$ cat config.mk
export PLATFORM = sky130hd
export DESIGN_NAME = wptr_full_lvl
export DESIGN_NICKNAME = d
export VERILOG_FILES = /design/src/rtl/fifo_ptr_pkg.sv /design/src/rtl/gray2bin_ptr.sv /design/src/rtl/wptr_full_lvl.sv
export SDC_FILE = /design/constraint.sdc
export NUM_CORES = 1
export LEC_CHECK = 0
export BUFFER_PORTS_ARGS = -buffer_cell sky130_fd_sc_hd__clkbuf_2
export CORE_MARGIN = 2
export CORE_UTILIZATION = 45
export DETAILED_ROUTE_END_ITERATION = 8
export GPL_TIMING_DRIVEN = 1
export HOLD_SLACK_MARGIN = 0.03
export PLACE_DENSITY_LB_ADDON = 0.3
export SYNTH_ARGS = -nofsm -noshare
export SYNTH_HDL_FRONTEND = slang
export SYNTH_SLANG_ARGS = --single-unit
$ cat constraint.sdc
create_clock -name wclk -period 7.1 [get_ports wclk]
set_input_delay 1.775 -clock wclk [delete_from_list [all_inputs] [get_ports wclk]]
set_output_delay 1.775 -clock wclk [all_outputs]
set_load 0.005 [all_outputs]
$ cat src/rtl/fifo_ptr_pkg.sv
// Shared pointer helpers for the async FIFO write/read controllers.
// Latency: none (constants and combinational functions only).
// Backpressure: not applicable.
package fifo_ptr_pkg;

  // Widest pointer the helpers handle. Narrower pointers are zero-extended
  // in and truncated out. Leading zeros leave both conversions unchanged.
  localparam int MAXW = 32;

  // FIFO depth for a given RAM address width.
  function automatic int depth_of(input int addr_size);
    return 1 << addr_size;
  endfunction

  // Pointer width: address bits plus the lap bit.
  function automatic int ptr_w_of(input int addr_size);
    return addr_size + 1;
  endfunction

  function automatic logic [MAXW-1:0] bin2gray(input logic [MAXW-1:0] b);
    return b ^ (b >> 1);
  endfunction

  // Each binary bit is the XOR of all Gray bits at or above it.
  function automatic logic [MAXW-1:0] gray2bin(input logic [MAXW-1:0] g);
    logic [MAXW-1:0] b;
    b = '0;
    for (int i = 0; i < MAXW; i++) begin
      b[i] = ^(g >> i);
    end
    return b;
  endfunction

endpackage

$ cat src/rtl/gray2bin_ptr.sv
// Gray-to-binary converter for a synchronised FIFO pointer.
// Latency: combinational.
// Backpressure: none.
module gray2bin_ptr
  import fifo_ptr_pkg::*;
#(
  parameter int WIDTH = 9
) (
  input  logic [WIDTH-1:0] gray,
  output logic [WIDTH-1:0] bin
);

  // Prefix XOR from the MSB down.
  always_comb begin
    bin = WIDTH'(gray2bin(MAXW'(gray)));
  end

endmodule

$ cat src/rtl/wptr_full_lvl.sv
// Write-domain pointer, full/almost-full/overflow flags and fill level.
// Latency: a write is accepted and stored at the same edge; all status registered after it.
// Backpressure: wfull blocks wen; a write attempted while full is dropped and sets wovf.
module wptr_full_lvl
  import fifo_ptr_pkg::*;
#(
  parameter int ADDR_SIZE = 8
) (
  input  logic                 wclk,
  input  logic                 wrst_n,
  input  logic                 winc,
  input  logic [ADDR_SIZE:0]   wq2_rptr,
  input  logic [ADDR_SIZE:0]   afull_thresh,
  input  logic                 ovf_clr,
  output logic                 wen,
  output logic [ADDR_SIZE-1:0] waddr,
  output logic [ADDR_SIZE:0]   wptr,
  output logic                 wfull,
  output logic                 walmost_full,
  output logic [ADDR_SIZE:0]   wlevel,
  output logic                 wovf
);

  localparam int PW = ptr_w_of(ADDR_SIZE);

  logic [PW-1:0] wbin;
  logic [PW-1:0] wbin_next;
  logic [PW-1:0] wgray_next;
  logic [PW-1:0] rbin_s;
  logic [PW-1:0] wlevel_next;
  logic [PW-1:0] full_gray;
  logic          wfull_val;
  logic          walmost_full_val;
  logic          wovf_next;

  gray2bin_ptr #(.WIDTH(PW)) u_rptr_conv (
    .gray (wq2_rptr),
    .bin  (rbin_s)
  );

  assign wen   = winc & ~wfull;
  assign waddr = wbin[ADDR_SIZE-1:0];

  // Gray full pattern: read pointer with its top two bits inverted.
  assign full_gray = {~wq2_rptr[ADDR_SIZE:ADDR_SIZE-1], wq2_rptr[ADDR_SIZE-2:0]};

  // Next-state pointer, level and flag values.
  always_comb begin
    wbin_next        = wbin + PW'(wen);
    wgray_next       = PW'(bin2gray(MAXW'(wbin_next)));
    wlevel_next      = wbin_next - rbin_s;
    wfull_val        = (wgray_next == full_gray);
    walmost_full_val = (wlevel_next >= afull_thresh);
    // A dropped write sets the flag and takes priority over a clear.
    wovf_next        = (winc & wfull) | (wovf & ~ovf_clr);
  end

  // All write-domain state, cleared asynchronously.
  always_ff @(posedge wclk or negedge wrst_n) begin
    if (!wrst_n) begin
      wbin         <= '0;
      wptr         <= '0;
      wlevel       <= '0;
      wfull        <= 1'b0;
      walmost_full <= 1'b0;
      wovf         <= 1'b0;
    end else begin
      wbin         <= wbin_next;
      wptr         <= wgray_next;
      wlevel       <= wlevel_next;
      wfull        <= wfull_val;
      walmost_full <= walmost_full_val;
      wovf         <= wovf_next;
    end
  end

endmodule

==> results of run 1 <==
cells by family after synthesis:
kind of cell | Yosys count | synth area share [%]
AO/OA/AOI/OAI | 25 | 8.92
XOR/XNOR | 46 | 24.3
AND/OR/NAND/NOR | 45 | 11.7
adder cells (fa/ha/maj) | 19 | 12.4
flip-flops | 29 | 37.0
buffers and inverters | 27 | 5.23
multiplexers | 1 | 0.510
cell usage after synthesis, types with 2 or more instances:
cell type	instances
sky130_fd_sc_hd__o21ai_0	3
sky130_fd_sc_hd__nand2_1	10
sky130_fd_sc_hd__a21o_1	4
sky130_fd_sc_hd__or3_1	2
sky130_fd_sc_hd__nor3_1	4
sky130_fd_sc_hd__ha_1	17
sky130_fd_sc_hd__dfrtp_1	29
sky130_fd_sc_hd__a21oi_1	9
sky130_fd_sc_hd__clkbuf_1	2
sky130_fd_sc_hd__xnor2_1	24
sky130_fd_sc_hd__nand3_1	9
sky130_fd_sc_hd__or4_1	2
sky130_fd_sc_hd__xnor2_2	3
sky130_fd_sc_hd__xor2_1	16
sky130_fd_sc_hd__nor2b_1	3
sky130_fd_sc_hd__nor2_1	8
sky130_fd_sc_hd__inv_1	24
stage by stage:
step | utilization, % | setup slack [ns] | instance area, µm² | power, µW | cells
3_5_place_dp | 53.3 | 1.31 | 2270 | 1010 | 292
6_report | 55.6 | 1.65 | 2370 | 1160 | 300
3_3_place_gp | 53.3 | 1.45 | 2270 | 1000 | 292
2_1_floorplan | - | 1.65 | 1960 | 831 | 192
5_1_grt | 55.6 | 1.44 | 2370 | 1290 | 300
4_1_cts | 55.6 | 1.63 | 2370 | 1180 | 300
worst max path at each step:
stage                 from            to  slack, ns  depth (start not counted)
3_3_place_gp   wq2_rptr[7]  walmost_full       1.45                         16
6_report       wq2_rptr[7]  walmost_full       1.65                         16
5_1_grt        wq2_rptr[7]  walmost_full       1.44                         16
3_5_place_dp   wq2_rptr[7]  walmost_full       1.31                         16
2_1_floorplan  wq2_rptr[8]  walmost_full       1.65                         16
4_1_cts        wq2_rptr[7]  walmost_full       1.63                         16
sequential cells by signal, summed over array words and instances (netlist names):
| signal | cells |
|---|---|
| wptr | 8 |
| wbin | 9 |
| walmost_full | 1 |
| wlevel | 9 |
| wfull | 1 |
| wovf | 1 |
routing by layer:
layer	vias to the layer above	GRT usage (%)	share of wire, %
li1	741	-	-
met1	677	20.4	45
met2	38	27.8	49
met3	4	3.75	4.5
met4	0	5.13	1.1
met5	-	0	0
worst max-delay path, stage by stage:
cell and delay (ns):
sky130_fd_sc_hd__clkbuf_2 0.12, sky130_fd_sc_hd__xor3_4 0.59, sky130_fd_sc_hd__xor2_4 0.25, sky130_fd_sc_hd__xnor2_2 0.30
sky130_fd_sc_hd__xor2_1 0.31, sky130_fd_sc_hd__xnor2_1 0.11, sky130_fd_sc_hd__ha_1 0.22, sky130_fd_sc_hd__fa_1 0.41
sky130_fd_sc_hd__or4_1 0.55, sky130_fd_sc_hd__nand3_2 0.10, sky130_fd_sc_hd__xor2_1 0.20, sky130_fd_sc_hd__ha_1 0.26
sky130_fd_sc_hd__a21oi_1 0.12, sky130_fd_sc_hd__nor2b_1 0.05, sky130_fd_sc_hd__o21ai_0 0.14, sky130_fd_sc_hd__a21oi_1 0.09
where the power goes:
group	internal [µW]	switching (µW)	total [µW]
combinational	344	378	721
sequential	241	45.2	286
clock	87.5	65.2	153
layout make-up:
type	instances	area, µm²	area share [%]
Timing Repair Buffer	51	255	10.8
Multi-Input combinational cell	136	1130	47.8
Clock inverter	1	5.00	0.211
Clock buffer	7	96.3	4.06
Inverter	24	90.1	3.80
Tap cell	52	65.1	2.74
Sequential cell	29	726	30.6
==> results.sh, run 1 <==
export IMPL_io_pins=52
export IMPL_post_drt_via_cell_ratio=4.87
export IMPL_hold_end="wovf"
export IMPL_numPortBuffers=51
export IMPL_grt_antenna_before_repair=0
export IMPL_firstDrtPassIters=4
export IMPL_slew_headroom_pct=51.1
export IMPL_yosysTopAreaCell="sky130_fd_sc_hd__dfrtp_1"
export IMPL_fp_dieH_um=70.1
export IMPL_max_cap_violations=0
export IMPL_clk_root_buffer_cell="sky130_fd_sc_hd__clkbuf_8"
export IMPL_gp_congestion=0.773
export IMPL_cts_buffer_depth=2
export IMPL_clk_transition_reported_paths_ns=0.07
export IMPL_worst_hold_path_type="reg -> reg"
export IMPL_timing_critical_path_from_type="input port"
export IMPL_core_um2=4260
export IMPL_diodes=0
export IMPL_grt_max_degree=30
export IMPL_syn_area_per_cell_um2=10.2
export IMPL_post_cts_setup_buffer_count=0
export IMPL_synth_sequential_area_ratio_pct=37.0
export IMPL_vias=1460
export IMPL_row_count=24
export IMPL_synth_fp_nets=232
export IMPL_p_per_area_nw_per_um2=489
export IMPL_drv_slew=0
export IMPL_timing_setup_tns_ns=0
export IMPL_worstHoldStart="wfull"
export IMPL_total_global_route_track_usage_pct=16.3
export IMPL_syn_to_final_growth_pct=20.8
export IMPL_worstPathMaxFanout=7
export IMPL_ys_dominant_reg_cell="sky130_fd_sc_hd__dfrtp_1"
export IMPL_finalClockSkew_ns=0.00734
export IMPL_cts_resized=0
export IMPL_finalCritPeriodShare_pct=76.7
export IMPL_cts_num_sinks=29
export IMPL_tritoncts="yes"
export IMPL_post_synth_num_cell_types=40
export IMPL_synth_largest_type_area_fraction_pct=37.0
export IMPL_worstReg2RegStart="wfull"
export IMPL_whs_path_depth=2
export IMPL_critical_path_reg2reg_endpoint="walmost_full"
export IMPL_yosys_warnings=0
export IMPL_synth_edf_count=0
export IMPL_required_ns=7.26
export IMPL_worstPathArrival_ns=5.61
export IMPL_final_period_minus_worst_setup_slack_ns=5.45
export IMPL_ctsHoldBuffers=0
export IMPL_synth_async_reset_ratio_pct=100
export IMPL_cts_htree_levels=2
export IMPL_mostFrequentLayoutCell="sky130_fd_sc_hd__clkbuf_2"
export IMPL_global_route_overflow_total=0
export IMPL_synthesis_area_um2=1960
export IMPL_final_cell_mix="51 x sky130_fd_sc_hd__clkbuf_2, 29 x sky130_fd_sc_hd__dfrtp_1, 24 x sky130_fd_sc_hd__xnor2_1, 24 x sky130_fd_sc_hd__inv_1, 17 x sky130_fd_sc_hd__ha_1"
export IMPL_yosys_register_bits=29
export IMPL_remaining_drc_errors=0
export IMPL_fill_cells=389
export IMPL_ir_drop_mv=0.279
export IMPL_hpwl_detailed_um=2830
export IMPL_worst_r2r_cell_count=15
export IMPL_worstSetupPathType="in -> reg"
export IMPL_timing_hold_ws_ns=0.522
export IMPL_synth_cells=192
export IMPL_detail_route_wl_per_cell_um=12.2
export IMPL_drtAntennaViolNets=0
export IMPL_fin_nets=287
export IMPL_post_route_cells_drive_above_1_share_pct=27.4
export IMPL_first_global_vias=1423
export IMPL_achievable_frequency_mhz=184
export IMPL_die_width_um=70.1
export IMPL_synth_top_area_cells="sky130_fd_sc_hd__dfrtp_1 37%, sky130_fd_sc_hd__ha_1 11%, sky130_fd_sc_hd__xnor2_1 11%, sky130_fd_sc_hd__xor2_1 7.1%, sky130_fd_sc_hd__inv_1 4.6%"
export IMPL_detail_route_wirelength_um=3670
export IMPL_worst_setup_path_end_kind="flip-flop"
export IMPL_floorplan_initialDensity_pct=46.0
export IMPL_ff2ff_setup_slack_ns=3.59
export IMPL_unrepaired_setup_endpoints_after_global_routing="no"
export IMPL_hold_viol=0
export IMPL_clk_latency_ns=0.28
export IMPL_outcome="finished clean"
export IMPL_numCtsBuffers=5
export IMPL_setup_violations_final=0
export IMPL_detail_route_iter0_violations=88
export IMPL_tightestPinTransition_ns=0.733
export IMPL_wire_length_of_the_first_global_routing_pass_um=6380
export IMPL_floorplan_die_area_um2=4910
export IMPL_p_leak_uw=0.00125
Power figures use the tool's default switching activity.
==> run 2: changes to the inputs <==
- clock period: 7.1 -> 5.34 ns (I/O delays scaled with it)
==> run 2 against run 1 <==
  * Clock skew shrank 0.0019 ns
  * Count of clock-buffer cells in the layout is the same
  * Critical endpoint unchanged
  * Final cell count grew 0.33%
  * First-iteration DRC count grew 11%
  * Critical path type unchanged
==> results.sh, run 2 (synthesis gave the netlist of run 1 again) <==
export IMPL_timing_hold_ws_ns=0.522
export IMPL_first_global_vias=1392
export IMPL_cts_num_sinks=29
export IMPL_final_setup_worst_slack_ns=0.425
export IMPL_dp_worst_setup_slack_ns=0.137
export IMPL_worstPathBufferInverterCount=1
export IMPL_fin_nets=288
export IMPL_total_global_route_track_usage_pct=15.7
export IMPL_p_int_uw=896
export IMPL_slew_headroom_pct=51.2
export IMPL_gr_usage_met1_pct=20.0
export IMPL_required_ns=5.50
export IMPL_drv_slew=0
export IMPL_row_count=24
export IMPL_fill_cells=407
export IMPL_numPortBuffers=51
export IMPL_max_cap_violations=0
export IMPL_multiInputGateArea_um2=1130
export IMPL_achievable_frequency_mhz=203
export IMPL_gp_congestion=0.776
export IMPL_outcome="finished clean"
export IMPL_clk_latency_ns=0.28
export IMPL_final_cell_mix="51 x sky130_fd_sc_hd__clkbuf_2, 29 x sky130_fd_sc_hd__dfrtp_1, 24 x sky130_fd_sc_hd__xnor2_1, 24 x sky130_fd_sc_hd__inv_1, 17 x sky130_fd_sc_hd__ha_1"
export IMPL_detail_route_wirelength_um=3510
export IMPL_fin_util_pct=55.8
export IMPL_grt_met2_usage_pct=25.8
export IMPL_remaining_drc_errors=0
export IMPL_worst_hold_path_type="reg -> reg"
export IMPL_floorplan_initialDensity_pct=46.0
export IMPL_mostFrequentLayoutCell="sky130_fd_sc_hd__clkbuf_2"
export IMPL_die_width_um=70.1
export IMPL_power_switching_uw=641
export IMPL_fin_total_pwr_uw=1540
export IMPL_worstSetupPathType="in -> reg"
export IMPL_critPathMaxStageDelay_ns=0.59
export IMPL_post_cts_setup_buffer_count=0
export IMPL_worstPathMaxFanout=7
export IMPL_tritoncts="yes"
export IMPL_netSwitchingFraction_pct=41.7
export IMPL_global_route_overflow_total=0
export IMPL_hpwl_detailed_um=2760
export IMPL_global_route_usage_met3_pct=3.75
export IMPL_cts_buffer_depth=2
export IMPL_critical_path_top_delay_family="XOR/XNOR gates"
export IMPL_hold_viol=0
export IMPL_cts_resized=0
export IMPL_post_drt_via_cell_ratio=4.84
export IMPL_diodes=0
export IMPL_cts_htree_levels=2
export IMPL_busiest_layer="met2"
export IMPL_ctsHoldBuffers=0
export IMPL_worstPathArrival_ns=5.08
export IMPL_worstPathCellList="clkbuf_2, xor3_4, xor2_4, xnor2_2, xor2_1, xnor2_1, ha_1, fa_1, or4_1, nand3_2, xor2_1, ha_1, a21oi_1, nor2b_1, o21ai_0, a21oi_1"
export IMPL_worst_setup_path_end_kind="flip-flop"
export IMPL_numCtsBuffers=5
export IMPL_power_sequential_fraction_pct=24.6
export IMPL_ir_drop_mv=0.314
export IMPL_wire_length_of_the_first_global_routing_pass_um=6110
export IMPL_floorplan_die_area_um2=4910
export IMPL_finalClockSkew_ns=0.00547
export IMPL_grt_antenna_before_repair=0
export IMPL_vias=1456
export IMPL_syn_to_final_growth_pct=21.2
export IMPL_final_period_minus_worst_setup_slack_ns=4.92
export IMPL_layout_top_registers="wbin x9, wlevel x9, wptr x8"
export IMPL_sequential_cell_area_um2=726
export IMPL_firstDrtPassIters=4
export IMPL_p_leak_uw=0.00125
export IMPL_drtAntennaViolNets=0
export IMPL_fp_dieH_um=70.1
export IMPL_timing_setup_tns_ns=0
export IMPL_proportion_of_power_drawn_by_the_clock_network_pct=13.0
export IMPL_unrepaired_setup_endpoints_after_global_routing="no"
export IMPL_detail_route_iter0_violations=98
export IMPL_core_um2=4260
export IMPL_p_per_area_nw_per_um2=646
export IMPL_ff2ff_setup_slack_ns=1.82
export IMPL_clk_root_buffer_cell="sky130_fd_sc_hd__clkbuf_8"
export IMPL_post_route_cells_drive_above_1_share_pct=27.7
export IMPL_detail_route_wl_per_cell_um=11.7
export IMPL_timing_critical_path_from_type="input port"
export IMPL_clk_transition_reported_paths_ns=0.06
export IMPL_p_comb_share_pct=62.4
export IMPL_tightestPinTransition_ns=0.733
export IMPL_setup_violations_final=0
export IMPL_io_pins=52
export IMPL_finalCritPeriodShare_pct=92.0
export IMPL_slowest_stage="sky130_fd_sc_hd__xor3_4"
export IMPL_grt_max_degree=30
-- run 2: per-layer routing --
layer	share of wire (%)	vias to the layer above
met2	49	32
met4	1.3	0
met3	4.5	4
met5	0	-
li1	-	747
met1	45	673
-- run 2: layout make-up --
cell class                 instances  share of cell area, %
clock buffer                       7                   4.05
clock inverter                     1                  0.210
inverter                          24                   3.79
multi-input combinational        136                   47.7
sequential                        29                   30.5
tap                               52                   2.73
timing repair buffer              52                   11.0
-- run 2: stage by stage --
stage | cell area [µm²] | instances
after floorplan | 1960 | 192
after global placement | 2280 | 293
after detailed placement | 2280 | 293
after CTS | 2380 | 301
after global routing | 2380 | 301
final | 2380 | 301
-- run 2: tightest hold or removal path, cell delays in order, from the launching register on --
cell and delay [ns]:
sky130_fd_sc_hd__dfrtp_1 0.37, sky130_fd_sc_hd__nand2_1 0.05, sky130_fd_sc_hd__o21ai_0 0.06
-- run 2: final timing paths --
kind | from | to | cells past startpoint
worst max-delay path | wq2_rptr[7] | walmost_full | 16
worst min-delay path | wfull | wovf | 2
worst max register to register | wfull | walmost_full | 14
worst min register to register | wfull | wovf | 2
max in group asynchronous | wrst_n | wbin[3] | 1
min in group asynchronous | wrst_n | wlevel[1] | 1
-- run 2: power by group through the flow --
stage	clock network (µW)	registers [µW]	logic [µW]
floorplan	0	381	724
finish	200	378	959
global placement	0	381	950
detailed placement	0	381	967
global route	214	388	1110
CTS	207	378	976
